===== src/rtl/mips_pipe_pkg.sv =====
// Shared pipeline-control definitions: FSM state encoding, register-address
// width and the control-vector bundle driven into the pipeline registers.
package mips_pipe_pkg;

  localparam int RA_W     = 5;
  localparam int ZERO_REG = 0;

  typedef enum logic [1:0] {
    ST_INIT     = 2'd0,
    ST_RUN      = 2'd1,
    ST_MEM_WAIT = 2'd2,
    ST_ERROR    = 2'd3
  } state_e;

  typedef struct packed {
    logic pc_en;
    logic if_id_en;
    logic id_ex_en;
    logic ex_mem_en;
    logic if_id_flush;
    logic id_ex_flush;
    logic mem_wb_bubble;
  } ctrl_t;

  localparam ctrl_t CTRL_INIT = '{pc_en: 1'b0, if_id_en: 1'b0, id_ex_en: 1'b0, ex_mem_en: 1'b0,
                                  if_id_flush: 1'b1, id_ex_flush: 1'b1, mem_wb_bubble: 1'b1};
  localparam ctrl_t CTRL_RUN  = '{pc_en: 1'b1, if_id_en: 1'b1, id_ex_en: 1'b1, ex_mem_en: 1'b1,
                                  if_id_flush: 1'b0, id_ex_flush: 1'b0, mem_wb_bubble: 1'b0};
  // Used both while waiting on data memory and in the terminal ERROR state.
  localparam ctrl_t CTRL_FREEZE = '{pc_en: 1'b0, if_id_en: 1'b0, id_ex_en: 1'b0, ex_mem_en: 1'b0,
                                    if_id_flush: 1'b0, id_ex_flush: 1'b0, mem_wb_bubble: 1'b1};

  // Normal-flow control: a taken branch squashes IF/ID and ID/EX and hides
  // any load-use hazard; otherwise a load-use hazard holds PC and IF/ID.
  function automatic ctrl_t run_ctrl(input logic branch, input logic load_use);
    ctrl_t c;
    c = CTRL_RUN;
    if (branch) begin
      c.if_id_flush = 1'b1;
      c.id_ex_flush = 1'b1;
    end else if (load_use) begin
      c.pc_en       = 1'b0;
      c.if_id_en    = 1'b0;
      c.id_ex_flush = 1'b1;
    end
    return c;
  endfunction

endpackage


===== src/rtl/mem_wait_timer.sv =====
// Counts consecutive data-memory wait cycles; loads 1 on entry to the wait,
// advances while waiting and flags the last permitted wait cycle.
module mem_wait_timer #(
  parameter int MEM_TIMEOUT = 64
) (
  input  logic clk,
  input  logic reset,
  input  logic start,
  input  logic advance,
  output logic expired
);

  localparam int W = (MEM_TIMEOUT > 2) ? $clog2(MEM_TIMEOUT) : 1;
  localparam logic [W-1:0] LAST = W'(MEM_TIMEOUT - 1);

  logic [W-1:0] count;

  // NOTE: state registers use non-blocking assignments so every flop samples
  // pre-edge values regardless of process evaluation order.
  always_ff @(posedge clk or negedge reset) begin
    if (!reset) begin
      count <= '0;
    end else if (start) begin
      count <= W'(1);
    end else if (advance) begin
      count <= count + W'(1);
    end else begin
      count <= '0;
    end
  end

  assign expired = (count == LAST);

endmodule


===== src/rtl/pipeline_hazard_ctrl.sv =====
// Stall/flush sequencer for the 5-stage pipeline: load-use and branch
// hazards, multi-cycle data-memory wait with timeout, and a stall counter.
module pipeline_hazard_ctrl #(
  parameter int MEM_TIMEOUT = 64,
  parameter int CNT_W       = 16,
  parameter int RA_W        = mips_pipe_pkg::RA_W
) (
  input  logic             clk,
  input  logic             reset,
  input  logic [RA_W-1:0]  id_rs_addr,
  input  logic [RA_W-1:0]  id_rt_addr,
  input  logic             id_uses_rt,
  input  logic             ex_mem_read,
  input  logic [RA_W-1:0]  ex_wb_addr,
  input  logic             branch_taken,
  input  logic             mem_req,
  input  logic             mem_ready,
  input  logic             cnt_clr,
  output logic             pc_en,
  output logic             if_id_en,
  output logic             id_ex_en,
  output logic             ex_mem_en,
  output logic             if_id_flush,
  output logic             id_ex_flush,
  output logic             mem_wb_bubble,
  output logic             mem_timeout,
  output logic [CNT_W-1:0] stall_cycles
);

  import mips_pipe_pkg::*;

  state_e state, state_nxt;
  ctrl_t  ctrl;
  logic   load_use;
  logic   mem_stall;
  logic   timer_start;
  logic   timer_adv;
  logic   timer_expired;
  logic   timeout_set;
  logic   stall_inc;

  // r0 is hard-wired zero, so a load targeting it never creates a dependency.
  assign load_use = ex_mem_read
                  && (ex_wb_addr != RA_W'(ZERO_REG))
                  && ((ex_wb_addr == id_rs_addr) || (id_uses_rt && (ex_wb_addr == id_rt_addr)));
  assign mem_stall = mem_req && !mem_ready;

  mem_wait_timer #(
    .MEM_TIMEOUT (MEM_TIMEOUT)
  ) u_timer (
    .clk     (clk),
    .reset   (reset),
    .start   (timer_start),
    .advance (timer_adv),
    .expired (timer_expired)
  );

  always_ff @(posedge clk or negedge reset) begin
    if (!reset) begin
      state <= ST_INIT;
    end else begin
      state <= state_nxt;
    end
  end

  // NOTE: every signal written here gets a default first, so no path through
  // the case can leave one unassigned and infer a latch.
  always_comb begin
    state_nxt   = state;
    ctrl        = CTRL_INIT;
    timer_start = 1'b0;
    timer_adv   = 1'b0;
    timeout_set = 1'b0;
    case (state)
      ST_INIT: begin
        state_nxt = ST_RUN;
      end
      ST_RUN: begin
        if (mem_stall) begin
          ctrl        = CTRL_FREEZE;
          state_nxt   = ST_MEM_WAIT;
          timer_start = 1'b1;
        end else begin
          ctrl = run_ctrl(branch_taken, load_use);
        end
      end
      ST_MEM_WAIT: begin
        if (mem_stall) begin
          ctrl = CTRL_FREEZE;
          if (timer_expired) begin
            state_nxt   = ST_ERROR;
            timeout_set = 1'b1;
          end else begin
            timer_adv = 1'b1;
          end
        end else begin
          ctrl      = run_ctrl(branch_taken, load_use);
          state_nxt = ST_RUN;
        end
      end
      ST_ERROR: begin
        ctrl = CTRL_FREEZE;
      end
      default: begin
        state_nxt = ST_INIT;
      end
    endcase
  end

  assign pc_en         = ctrl.pc_en;
  assign if_id_en      = ctrl.if_id_en;
  assign id_ex_en      = ctrl.id_ex_en;
  assign ex_mem_en     = ctrl.ex_mem_en;
  assign if_id_flush   = ctrl.if_id_flush;
  assign id_ex_flush   = ctrl.id_ex_flush;
  assign mem_wb_bubble = ctrl.mem_wb_bubble;

  always_ff @(posedge clk or negedge reset) begin
    if (!reset) begin
      mem_timeout <= 1'b0;
    end else if (timeout_set) begin
      mem_timeout <= 1'b1;
    end
  end

  // INIT and ERROR also hold pc_en low but are not counted as stalls.
  assign stall_inc = !ctrl.pc_en && ((state == ST_RUN) || (state == ST_MEM_WAIT));

  always_ff @(posedge clk or negedge reset) begin
    if (!reset) begin
      stall_cycles <= '0;
    end else if (cnt_clr) begin
      stall_cycles <= '0;
    end else if (stall_inc && (stall_cycles != '1)) begin
      stall_cycles <= stall_cycles + CNT_W'(1);
    end
  end

endmodule


===== config.mk =====
export PLATFORM = sky130hd
export DESIGN_NAME = pipeline_hazard_ctrl
export DESIGN_NICKNAME = d
export VERILOG_FILES = /design/src/rtl/mips_pipe_pkg.sv /design/src/rtl/mem_wait_timer.sv /design/src/rtl/pipeline_hazard_ctrl.sv
export SDC_FILE = /design/constraint.sdc
export NUM_CORES = 1
export LEC_CHECK = 0
export ABC_AREA = 1
export CORE_MARGIN = 8
export CORE_UTILIZATION = 50
export CTS_BUF_LIST = sky130_fd_sc_hd__clkbuf_4 sky130_fd_sc_hd__clkbuf_8
export CTS_CLUSTER_SIZE = 8
export DETAILED_ROUTE_END_ITERATION = 7
export PLACE_DENSITY_LB_ADDON = 0.08
export RECOVER_POWER = 50
export SETUP_SLACK_MARGIN = 0.4
export SLEW_MARGIN = 10
export SYNTH_ARGS = -nofsm -noshare
export SYNTH_HDL_FRONTEND = slang
export SYNTH_HIERARCHICAL = 1
export SYNTH_SLANG_ARGS = --single-unit

===== constraint.sdc =====
create_clock -name clk -period 2.19 [get_ports clk]
set_input_delay 0.3285 -clock clk [delete_from_list [all_inputs] [get_ports clk]]
set_output_delay 0.3285 -clock clk [all_outputs]
set_load 0.02 [all_outputs]

==> results.yml <==
run_status:
  run_status: "complete, no violations"
route:
  wl_cell_um: 12.1
  drt_pre_antenna_iters: 4
  detailedRoute.firstIterationViolations: 67
  drt-total-wl_um: 4660
  dr_total_vias: 1921
  drt-vias-per-instance: 5.00
  drc: 0
  antenna_violating_nets_post_route: 0
worst_setup_path:
  critPathTopFamily: "flip-flops"
  bufs_and_invs_on_worst_path: 3
  cpMaxStageDelayCell: "dfrtp_1"
  timing.critical_path.mode_cell: "nand2_4"
  critPathLaunchType: "flop"
  classification_of_the_worst_setup_path: "reg2out"
  critical_path.cell_chain: "inv_2 > ha_4 > nand2_4 > nor2_4 > nand2_4 > clkinv_4 > buf_6"
  worstPathArrival_ps: 1490
  critPathCaptureType: "primary output"
  path_max_fanout: 4
  worstPathRequired_ps: 1860
  max_stage_delay_ps: 380
clock_network:
  clock_tree_root_driver_cell: "clkbuf_8"
  cts.sink_count: 25
  cts_htree_levels: 1
  hold_buffers: 0
  cts.reportedPaths.clkPinSlew_ps: 90
  cts_tree: "built"
  source_to_sink_clock_delay_at_the_later_pin_of_the_worst_skew_pair_ps: 270
  cts_made_buffers: 3
  cts_buffer_depth: 2
timing:
  worst_slew_margin_rel_pct: 8.66
  worstMarginPinSlew_ps: 1370
  timing.final.max_slew_violations: 0
  timing.final.crit_share_pct: 82.9
  final.setup_skew_ps: 4.24
  clock.fmax_ghz: 0.551
  period_minus_ws_final_ps: 1820
  hold_viol_final: 0
  setup_violations: 0
  rsz_0062_raised_after_global_routing: "true"
global_routing:
  grt_antenna_before_repair: 0
  wire_length_of_the_first_global_routing_pass_um: 7890
  via_count_of_the_first_global_routing_pass: 1874
  grt_usage_pct: 15.2
  maximum_number_of_pins_on_one_net_before_global_route_repair: 33
  gr-total-overflow: 0
synth:
  synthFlopType: "dfrtp_1"
  number_of_warnings_issued_by_yosys: 6
  syn-mean-instance-area_um2: 7.10
  syn-num-nets: 302
  ys_ff_latch: 25
  ys_async_sr_fraction_pct: 100
  netlist_instances: 271
  post_synth_num_cell_types: 32
  synth-edff-count: 0
  seq_area_frac_synth_pct: 32.5
  mappedNetlistArea_um2: 1920
placement:
  dp.final_hpwl_um: 3350
  placedInstanceArea_um2: 2490
  gpl.final_weighted_congestion: 0.875
  place.port_buffers: 46
hold_path:
  min_path_type: "reg2reg"
cells_and_area:
  final_net_count: 368
  drive_above_1_share_pct: 20.8
  antenna-diode-count: 0
  layout-area-overhead-vs-synth_pct: 38.8
  layout_commonest_cell: "nand2_1"
  post-route-cell-area_um2: 2670
  final_cell_mix: "nand2_1 (67), inv_1 (36), nor2_1 (25), dfrtp_1 (25), buf_4 (21)"
floorplan:
  io-pin-count: 47
  rows: 22
  die_ht_um: 78.0
  initial_core_util_pct: 52.2
  die_width_um: 78.0
  coreArea_um2: 3690
  total_die_area_um2: 6090
power_and_ir_drop:
  power_leakage_nw: 1.46
  peakVddDrop_mv: 0.371
  totalPowerFinal_w: 0.00234
  power.density_cell_area_nw_per_um2: 877
job:
  count_of_maximum_capacitance_violations: 0
## path summary, 6_finish.rpt
path	start	endpoint	slack (ps)	depth (start not counted)
max	state[1]	pc_en	370	7
min	mem_timeout	mem_timeout	470	1
max reg2reg	u_timer/count[0]	u_timer/count[4]	380	10
min reg2reg	mem_timeout	mem_timeout	470	1
max in group asynchronous	reset	stall_cycles[8]	500	2
min in group asynchronous	reset	u_timer/count[4]	890	2
## through the flow
stage | hold slack (ps) | setup slack (ps) | utilization [%] | setup TNS [ps] | instances
2_1_floorplan | 32.9 | 358 | - | 0 | 271
3_3_place_gp | 456 | -197 | 67.6 | -618 | 367
3_5_place_dp | 458 | -239 | 67.6 | -945 | 367
4_1_cts | 430 | 347 | 68.7 | 0 | 373
5_1_grt | 496 | 158 | 72.4 | 0 | 384
6_report | 469 | 374 | 72.4 | 0 | 384
## report_power, final
part / internal (W) / switching [W] / total [W]
registers: 0.000498 / 0.0000315 / 0.000529
logic: 0.000671 / 0.000867 / 0.00154
clock network: 0.000127 / 0.000147 / 0.000275
total: 0.00130 / 0.00105 / 0.00234
## registers in the layout, summed over array words and instances, names as in the netlist
| name | count |
|---|---|
| stall_cycles | 16 |
| mem_timeout | 1 |
| u_timer/count | 6 |
| state | 2 |
## worst reg2reg max path, stage by stage (launching register included)
cell and delay [ps]:
dfrtp_1 420, ha_1 220, nand2_1 90, clkinv_1 80, nand2_1 100, nor2_1 80
nor2_1 190, clkinv_1 110, nor2_1 230, o21ai_1 120, a21oi_2 110
## final cells by class
class,count,area [µm²]
Tap cell,48,60.1
Fill cell,328,1020
Sequential cell,25,626
Clock buffer,3,41.3
Inverter,47,181
Clock inverter,1,5.00
Multi-Input combinational cell,192,1150
Timing Repair Buffer,68,612
## synth_stat cells, types with 3 or more instances
library cell / number / area share [%]
dfrtp_1: 25 / 33
ha_1: 8 / 5.2
inv_1: 39 / 7.6
inv_2: 7 / 1.4
nand2_1: 69 / 13
nand2_2: 3 / 0.98
nand3_1: 23 / 6.0
nand3_2: 4 / 2.1
nand4_1: 20 / 6.5
nor2_1: 27 / 5.3
o21ai_0: 6 / 1.6
xor2_1: 13 / 5.9
## cell families (layout without fill, tap and decap cells)
group                    after synthesis  after routing  share of synthesized area [%]
AND/OR/NAND/NOR                      154            155                           38.8
AO/OA/AOI/OAI                         14             14                           4.36
flip-flops                            25             25                           32.5
XOR/XNOR                              15             15                           6.83
buffers and inverters                 55            119                           12.3
adder cells (fa/ha/maj)                8              8                           5.20
## metal layers
| layer | up-vias | global-route usage, % | wire length [µm] |
|---|---|---|---|
| li1 | 991 | - | - |
| met1 | 872 | 18.2 | 2150 |
| met2 | 54 | 26.2 | 2150 |
| met3 | 4 | 3.64 | 307 |
| met4 | 0 | 5.00 | 54 |
| met5 | - | 0 | 0 |
## repair_timing
action / CTS / global route
cloned: 0 / 1
pin swaps: 10 / 25
gates resized for setup: 53 / 23
setup buffers: 2 / 10
setup endpoints to repair: 23 / 28
(Power assumes the default switching activity.)
